<file path="src/rtl/parport_centronics_ctrl.sv">
// Centronics transmit sequencer for the parallel port.
// Bytes from the ST-side write path are queued in a small FIFO and shifted out
// on pp_data with setup / /STROBE / hold timing, gated by the printer BUSY
// handshake and guarded by a per-byte timeout.
module parport_centronics_ctrl #(
  parameter int FIFO_DEPTH  = 8,
  parameter int SETUP_CYC   = 32,
  parameter int STROBE_CYC  = 32,
  parameter int HOLD_CYC    = 32,
  parameter int TIMEOUT_CYC = 32000000
) (
  input  logic                        clk32,
  input  logic                        por,
  input  logic                        enable,
  input  logic                        flush,
  input  logic [7:0]                  wr_data,
  input  logic                        wr_valid,
  output logic                        wr_ready,
  input  logic                        pp_busy,
  output logic [7:0]                  pp_data_out,
  output logic                        pp_data_oe,
  output logic                        pp_strobe_out,
  output logic                        pp_strobe_oe,
  output logic [$clog2(FIFO_DEPTH):0] fifo_level,
  output logic                        timeout,
  output logic                        idle
);

  localparam int AW    = $clog2(FIFO_DEPTH);
  localparam int CNT_W = 25;

  // Counter load values; the counter runs N-1 .. 0 so each phase lasts N cycles.
  // TIMEOUT_CYC must be at least 2 so the first WAIT_BUSY cycle is distinguishable.
  localparam logic [CNT_W-1:0] TO_LOAD     = CNT_W'(TIMEOUT_CYC - 1);
  localparam logic [CNT_W-1:0] SETUP_LOAD  = CNT_W'(SETUP_CYC - 1);
  localparam logic [CNT_W-1:0] STROBE_LOAD = CNT_W'(STROBE_CYC - 1);
  localparam logic [CNT_W-1:0] HOLD_LOAD   = CNT_W'(HOLD_CYC - 1);
  localparam logic [AW:0]      DEPTH_L     = (AW + 1)'(FIFO_DEPTH);

  typedef enum logic [2:0] {
    ST_IDLE,
    ST_WAIT_BUSY,
    ST_SETUP,
    ST_STROBE,
    ST_HOLD
  } state_t;

  state_t           state_q, state_d;
  logic [CNT_W-1:0] cnt_q, cnt_d;
  logic [7:0]       data_q, data_d;
  logic             strobe_q, strobe_d;
  logic             timeout_q, timeout_d;
  logic             en_q;
  logic             busy_meta_q, busy_s_q;

  logic [7:0]       mem_q [FIFO_DEPTH];
  logic [AW:0]      wr_ptr_q, wr_ptr_d;
  logic [AW:0]      rd_ptr_q, rd_ptr_d;
  logic [AW:0]      level;
  logic             empty, full;
  logic             push, pop;

  // Pointers carry one extra wrap bit, so their difference is the fill level.
  assign level    = wr_ptr_q - rd_ptr_q;
  assign empty    = (level == '0);
  assign full     = (level == DEPTH_L);
  assign push     = wr_valid & ~full & ~flush;

  assign wr_ready      = ~full;
  assign fifo_level    = level;
  assign pp_data_out   = data_q;
  assign pp_strobe_out = strobe_q;
  assign pp_data_oe    = en_q;
  assign pp_strobe_oe  = en_q;
  assign timeout       = timeout_q;
  assign idle          = (state_q == ST_IDLE) & empty;

  // Two-flop synchronizer for the asynchronous BUSY pin, plus registered pin enable.
  always_ff @(posedge clk32) begin
    if (por) begin
      busy_meta_q <= 1'b0;
      busy_s_q    <= 1'b0;
      en_q        <= 1'b0;
    end else begin
      busy_meta_q <= pp_busy;
      busy_s_q    <= busy_meta_q;
      en_q        <= enable;
    end
  end

  // FIFO storage; contents need no reset because the pointers define validity.
  always_ff @(posedge clk32) begin
    if (push) begin
      mem_q[wr_ptr_q[AW-1:0]] <= wr_data;
    end
  end

  // Sequencer next-state: flush beats everything, dropping enable aborts the
  // transfer but leaves the FIFO alone.
  always_comb begin
    state_d   = state_q;
    cnt_d     = cnt_q;
    data_d    = data_q;
    timeout_d = timeout_q;
    pop       = 1'b0;

    if (flush) begin
      state_d   = ST_IDLE;
      cnt_d     = '0;
      timeout_d = 1'b0;
    end else if (!enable) begin
      state_d = ST_IDLE;
      cnt_d   = '0;
    end else begin
      unique case (state_q)
        ST_IDLE: begin
          if (!empty) begin
            pop     = 1'b1;
            data_d  = mem_q[rd_ptr_q[AW-1:0]];
            state_d = ST_WAIT_BUSY;
            cnt_d   = TO_LOAD;
          end
        end
        ST_WAIT_BUSY: begin
          // busy_s lags the pin; skip the first cycle so the decision is made
          // on a sample taken after the new byte was presented.
          if (!busy_s_q && (cnt_q != TO_LOAD)) begin
            state_d = ST_SETUP;
            cnt_d   = SETUP_LOAD;
          end else if (cnt_q == '0) begin
            timeout_d = 1'b1;
            state_d   = ST_IDLE;
          end else begin
            cnt_d = cnt_q - 1'b1;
          end
        end
        ST_SETUP: begin
          if (cnt_q == '0) begin
            state_d = ST_STROBE;
            cnt_d   = STROBE_LOAD;
          end else begin
            cnt_d = cnt_q - 1'b1;
          end
        end
        ST_STROBE: begin
          if (cnt_q == '0) begin
            state_d = ST_HOLD;
            cnt_d   = HOLD_LOAD;
          end else begin
            cnt_d = cnt_q - 1'b1;
          end
        end
        ST_HOLD: begin
          if (cnt_q == '0) begin
            state_d = ST_IDLE;
          end else begin
            cnt_d = cnt_q - 1'b1;
          end
        end
        default: begin
          state_d = ST_IDLE;
          cnt_d   = '0;
        end
      endcase
    end

    // Strobe is registered from the next state so the pin never glitches.
    strobe_d = (state_d != ST_STROBE);

    if (flush) begin
      wr_ptr_d = '0;
      rd_ptr_d = '0;
    end else begin
      wr_ptr_d = wr_ptr_q + {{AW{1'b0}}, push};
      rd_ptr_d = rd_ptr_q + {{AW{1'b0}}, pop};
    end
  end

  // Sequencer, output and pointer registers.
  always_ff @(posedge clk32) begin
    if (por) begin
      state_q   <= ST_IDLE;
      cnt_q     <= '0;
      data_q    <= 8'h00;
      strobe_q  <= 1'b1;
      timeout_q <= 1'b0;
      wr_ptr_q  <= '0;
      rd_ptr_q  <= '0;
    end else begin
      state_q   <= state_d;
      cnt_q     <= cnt_d;
      data_q    <= data_d;
      strobe_q  <= strobe_d;
      timeout_q <= timeout_d;
      wr_ptr_q  <= wr_ptr_d;
      rd_ptr_q  <= rd_ptr_d;
    end
  end

endmodule
</file>
<file path="config.mk">
export PLATFORM = sky130hd
export DESIGN_NAME = parport_centronics_ctrl
export DESIGN_NICKNAME = d
export VERILOG_FILES = /design/src/rtl/parport_centronics_ctrl.sv
export SDC_FILE = /design/constraint.sdc
export NUM_CORES = 1
export LEC_CHECK = 0
export CAP_MARGIN = 20
export CORE_MARGIN = 1
export CORE_UTILIZATION = 40
export DETAILED_ROUTE_END_ITERATION = 16
export GPL_TIMING_DRIVEN = 0
export RECOVER_POWER = 25
export SYNTH_ARGS = -nofsm -noshare
export SYNTH_HDL_FRONTEND = slang
export SYNTH_SLANG_ARGS = --single-unit
</file>
<file path="constraint.sdc">
create_clock -name clk32 -period 9.1 [get_ports clk32]
set_input_delay 1.82 -clock clk32 [delete_from_list [all_inputs] [get_ports clk32]]
set_output_delay 1.82 -clock clk32 [all_outputs]
set_load 0.01 [all_outputs]
</file>
**Word level (Yosys, flattened, before mapping)**

Memory sizes are Yosys's and may differ from the RTL's. A register that Yosys moved wholly into a read port is not among the register bits.
Index checks and enable logic that the tools add are counted.

- Multiplexer cells: 19
- Equal/unequal tests: 8
- Reductions and logical operators: 10
- Add/sub/neg operators: 4
- Bitwise logic cells: 8

Operators with widths:

| kind | count |
|---|---|
| $mux W25 | 4 |
| $pmux W25 S4 | 1 |
| $logic_not A25 Y1 | 1 |
| $ne A25 B25 Y1 const B | 1 |
| $sub A25 B1 Y25 const B | 1 |
| $mux W3 | 7 |
| $pmux W3 S5 | 1 |
| $add A4 B1 Y4 | 2 |
| $reduce_and A4 Y1 | 2 |
| $eq A3 B2 Y1 const B | 2 |
| $mux W1 | 6 |
| $not A1 Y1 | 5 |
| $eq A4 B4 Y1 const B | 1 |
| $logic_not A4 Y1 | 1 |
| $reduce_or A2 Y1 | 2 |
| $sub A4 B4 Y4 | 1 |
| $and A1 B1 Y1 | 3 |
| $eq A3 B1 Y1 const B | 1 |
| $eq A3 B3 Y1 const B | 1 |
| $logic_not A3 Y1 | 1 |
| $ne A3 B2 Y1 const B | 1 |
| $reduce_or A3 Y1 | 1 |
| $ne A2 B2 Y1 const B | 1 |
| $logic_and A1 B1 Y1 | 1 |
| $logic_not A1 Y1 | 1 |

- Output and inout port bits: 18
- Memory bits (writable): 64
- Memories: 1
- Logic and storage cells: 59
- Bits of input ports: 14
- Flip-flop bits (word level): 41

Memory list:

| name | words | bits a word | read ports | clocked after memory_dff | write ports | line | text |
|---|---|---|---|---|---|---|---|
| mem_q | 8 | 8 | 1 | 1 | 1 | 56 | `logic [7:0] mem_q [FIFO_DEPTH];` |

**Logic depth before layout (Yosys ltp)**

Gate-level depths: netlist (run 1).

- Word-level depth: 7
- Gate-level depth with buffers: 14
- Mapped depth without buffers: 11

**Least setup slack after synthesis (run 1)**

No wires, ideal clock.

- Kind: register to output
- From: register rd_ptr_q[1]
- To: output idle
- Buffers on the path: 2
- Data arrival time: 2480 ps
- Slack: 4800 ps
- Data required time: 7280 ps
- Stages on the path, launching flop included: 10
- Cells stage by stage: dfxtp_1 -> clkbuf_1 -> clkbuf_1 -> inv_1 -> ha_1 -> nor2b_1 -> o21a_1 -> o21ai_0 -> nand4_1 -> inv_1

- Longest elaborated chain between the ends: 3

Ends and longest elaborated chain:

| item | line | text |
|---|---|---|
| start, declared | 58 | `logic [AW:0] rd_ptr_q, rd_ptr_d;` |
| start signal, assigned | 196 | `rd_ptr_q <= rd_ptr_d;` |
| $sub A4 B4 Y4 | 64 | `assign level = wr_ptr_q - rd_ptr_q;` |
| $logic_not A4 Y1 | 65 | `assign empty = (level == '0);` |
| $and A1 B1 Y1 | 76 | `assign idle = (state_q == ST_IDLE) & empty;` |
| end, declared | 26 | `output logic idle` |

No other way between the ends.

**Worst setup path after layout (run 1)**

Ends and elaborated chain as after synthesis.

==> results of run 1 <==
## kinds of logic (layout without fill, tap and decap cells)
group | count (synthesis) | count (layout) | synth area share, %
AND/OR/NAND/NOR | 163 | 163 | 15.8
adder cells (fa/ha/maj) | 11 | 11 | 2.77
XOR/XNOR | 9 | 9 | 1.50
buffers and inverters | 47 | 112 | 3.87
multiplexers | 16 | 16 | 6.88
AO/OA/AOI/OAI | 100 | 100 | 13.8
flip-flops | 113 | 113 | 55.4
## how the worst min path moves through the flow
stage,endpoint,slack (ns),from,cells after the start
finish,busy_s_q$_SDFF_PP0_,0.43,busy_meta_q$_SDFF_PP0_,1
global route,busy_s_q$_SDFF_PP0_,0.45,busy_meta_q$_SDFF_PP0_,1
CTS,busy_s_q$_SDFF_PP0_,0.44,busy_meta_q$_SDFF_PP0_,1
detailed placement,busy_s_q$_SDFF_PP0_,0.43,busy_meta_q$_SDFF_PP0_,1
global placement,busy_s_q$_SDFF_PP0_,0.43,busy_meta_q$_SDFF_PP0_,1
floorplan,busy_s_q$_SDFF_PP0_,0.41,busy_meta_q$_SDFF_PP0_,1
## state kept, by name, indices dropped and copies added (netlist names)
register       count
busy_meta_q        1
busy_s_q           1
cnt_q             25
mem_q             64
pp_data_oe         1
pp_data_out        8
pp_strobe_out      1
rd_ptr_q           4
state_q            3
timeout            1
wr_ptr_q           4
## routing by layer
layer / global-route usage, % / vias to the layer above
li1: - / 1870
met1: 25.4 / 1958
met2: 34.9 / 127
met3: 4.62 / 24
met4: 9.49 / 0
met5: 0 / -
## layout make-up
type	count	area [um2]	share of cell area [%]
well taps	172	215	3.38
flip-flops and latches	113	2900	45.6
repair buffers	33	325	5.11
plain buffers	30	139	2.18
multi-input cells	299	2130	33.5
clock buffers	18	439	6.89
inverters	17	63.8	1.00
clock inverters	14	154	2.42
## cell usage after synthesis, drive strengths merged, types with 3 or more instances
library cell | count | area (um2)
a211oi | 7 | 57.6
o211ai | 10 | 75.1
nor4 | 5 | 31.3
nand3 | 6 | 30.0
o31ai | 5 | 37.5
o21ai | 15 | 75.1
nand4 | 5 | 31.3
buf | 12 | 71.3
edfxtp | 64 | 1920
or3 | 9 | 56.3
clkbuf | 18 | 67.6
inv | 16 | 60.1
or2 | 4 | 25.0
xor2 | 4 | 35.0
or4 | 10 | 86.3
a31oi | 8 | 50.1
ha | 10 | 125
nand2b | 5 | 31.3
a311oi | 17 | 155
and2 | 6 | 37.5
nand2 | 41 | 154
a21oi | 18 | 90.1
dfxtp | 49 | 981
nor3b | 3 | 22.5
mux4 | 16 | 360
nor2 | 42 | 160
nor3 | 17 | 85.1
nor2b | 4 | 25.0
xnor2 | 5 | 43.8
## worst max-delay path: stages (launching register included)
cell,delay [ns]
dfxtp_1,0.39
clkbuf_1,0.52
clkbuf_1,0.56
inv_1,0.12
ha_1,0.31
nor2b_1,0.13
o21a_1,0.18
o21ai_0,0.52
nand4_1,0.45
inv_1,0.33
clkdlybuf4s50_1,0.58
## stage by stage
step / setup slack, ns / cells / instance area [um2] / utilization [%] / power (W)
after floorplan: 4.80 / 459 / 5240 / - / 0.000615
after global placement: 3.24 / 662 / 5760 / 45.5 / 0.000647
after detailed placement: 3.18 / 664 / 5780 / 45.6 / 0.000648
after CTS: 2.72 / 696 / 6370 / 50.3 / 0.00132
after global routing: 2.50 / 696 / 6370 / 50.3 / 0.00135
final: 2.78 / 696 / 6370 / 50.3 / 0.00131
## power by group
| part | internal [W] | switching, W | total [W] |
|---|---|---|---|
| clock network | 0.000414 | 0.000252 | 0.000666 |
| registers | 0.000545 | 0.00000379 | 0.000549 |
| logic | 0.0000338 | 0.0000565 | 0.0000903 |
| total | 0.000992 | 0.000313 | 0.00131 |
==> run metrics, run 1 <==
status=completed; row count=41; first-pass GRT wire length=20400 um; fillers=1158; ys flop type=edfxtp_1; worst endpoint data arrival time=4.50 ns; Setup crit start kind=register; Fmax=158 MHz; Final period util=69.5%; Slew Viols, Final=0; min Tclk post-route=6.32 ns; Synth cell types=57; Post-CTS Hold Buffers=0; Post-Syn Area per Cell=11.4 um2; commonest non-fill, non-tap cell in the layout=edfxtp_1; met2 wire length=6320 um; Worst Skew=0.00938 ns; layout cells sized above 1=13.5%; sequential-to-total area share from yosys stat=55.4%; max-slew headroom at the worst pin=39.8%; number of remaining DRC errors=0; Post-synth EDFFs=64; H-tree depth=4; Cell Pwr Density=205 nW/um2; IR drop worst, VDD=0.163 mV; Final Wtd Congestion=0.911; crit path to=idle; total track usage=20.7%; Vias/cell=5.72; global route overflow=0; worst skew pair latency=0.42 ns; initial antenna violation count=0; DRT Pass-1 Iters=5; core area=12700 um2; crit path from=rd_ptr_q[1]$_SDFF_PP0_; via count=3979; worst reg2reg path depth=11; Crit. End Element=output port; Crit Path Category=reg2out; Area Overhead vs Synth=21.6%; Hold Path Class=reg2reg; Synth warnings=0; fraction of registers with async set/reset=0%; ANT nets after route=0; routed wl met3=661 um; Die Span X=116 um; RR Endpoint=mem_q[1][0]$_DFFE_PP_; mapped cell area=5240 um2; DIE HEIGHT=116 um; setup TNS=0 ns; drt wl/cell=18.5 um; nets=536; Top Layer Used=met4; initial core utilization=41.3%; CTS sink cnt=113; most frequent cells in the layout=64 x edfxtp_1, 49 x dfxtp_1, 41 x nor2_1, 41 x nand2_1, 24 x clkdlybuf4s50_1; CTS tree=built; worst slew pin tran=0.896 ns; M1 wire length=5610 um; largest net degree at the start of global routing=17; Top-Level Pins=32; Setup Fix Bufs, Post-CTS=0; Leakage=2.22 nW; final hold vios=0; die area=13600 um2; CTS root buf=clkbuf_16; Resized cells post-CTS=0; final setup fails=0; CTS max path bufs=2; r2r setup slk=4.33 ns; RSZ-0062 raised after global routing=no; reg-to-reg startpoint=rd_ptr_q[1]$_SDFF_PP0_; vias in the first global route=3906; max cap viols=0; drt total wl=12900 um; Gate Count Post-Synth=459; DP Wirelength=8750 um; Crit path required time=7.28 ns; clock-pin slew on the worst setup and hold paths=0.06 ns; number of diodes=0; Synth Register Bits=113; Crit Path Max Fanout=10; # port buffers=31; worst hold slack=0.433 ns; TritonCTS buffer count=17; Post-Synthesis Net Count=484; number of violations reported at the end of detailed-routing iteration 0=349
No activity file was read; power rests on OpenSTA's default activity.
==> run 2: changes to the inputs <==
==> constraint.sdc (replaced) <==
create_clock -name clk32 -period 6.1 [get_ports clk32]
set_input_delay 1.22 -clock clk32 [delete_from_list [all_inputs] [get_ports clk32]]
set_output_delay 1.22 -clock clk32 [all_outputs]
set_load 0.01 [all_outputs]
==> results of run 2 <==
Same layout as run 1 (identical final DEF). Status: completed.
Among the figures that moved: setup slack after placement 3.18 ns -> 0.778 ns; setup slack after layout 2.78 ns -> 0.376 ns; register-to-register setup slack 4.33 ns -> 1.33 ns; total power 0.00131 W -> 0.00195 W; worst IR drop on VDD 0.163 mV -> 0.243 mV
==> run 3: changes to the inputs <==
--- a/config.mk
+++ b/config.mk
@@ -9,8 +9,10 @@
 export CORE_MARGIN = 1
 export CORE_UTILIZATION = 40
 export DETAILED_ROUTE_END_ITERATION = 16
+export GPL_ROUTABILITY_DRIVEN = 0
 export GPL_TIMING_DRIVEN = 0
 export RECOVER_POWER = 25
+export SKIP_LAST_GASP = 1
 export SYNTH_ARGS = -nofsm -noshare
 export SYNTH_HDL_FRONTEND = slang
 export SYNTH_SLANG_ARGS = --single-unit
==> constraint.sdc (replaced) <==
create_clock -name clk32 -period 7.2 [get_ports clk32]
set_input_delay 1.44 -clock clk32 [delete_from_list [all_inputs] [get_ports clk32]]
set_output_delay 1.44 -clock clk32 [all_outputs]
set_load 0.01 [all_outputs]
==> results of run 3 <==
Same layout as run 1 (identical final DEF). Status: completed.
Among the figures that moved: setup slack after placement 3.18 ns -> 1.66 ns; setup slack after layout 2.78 ns -> 1.26 ns; register-to-register setup slack 4.33 ns -> 2.43 ns; total power 0.00131 W -> 0.00165 W; worst IR drop on VDD 0.163 mV -> 0.206 mV
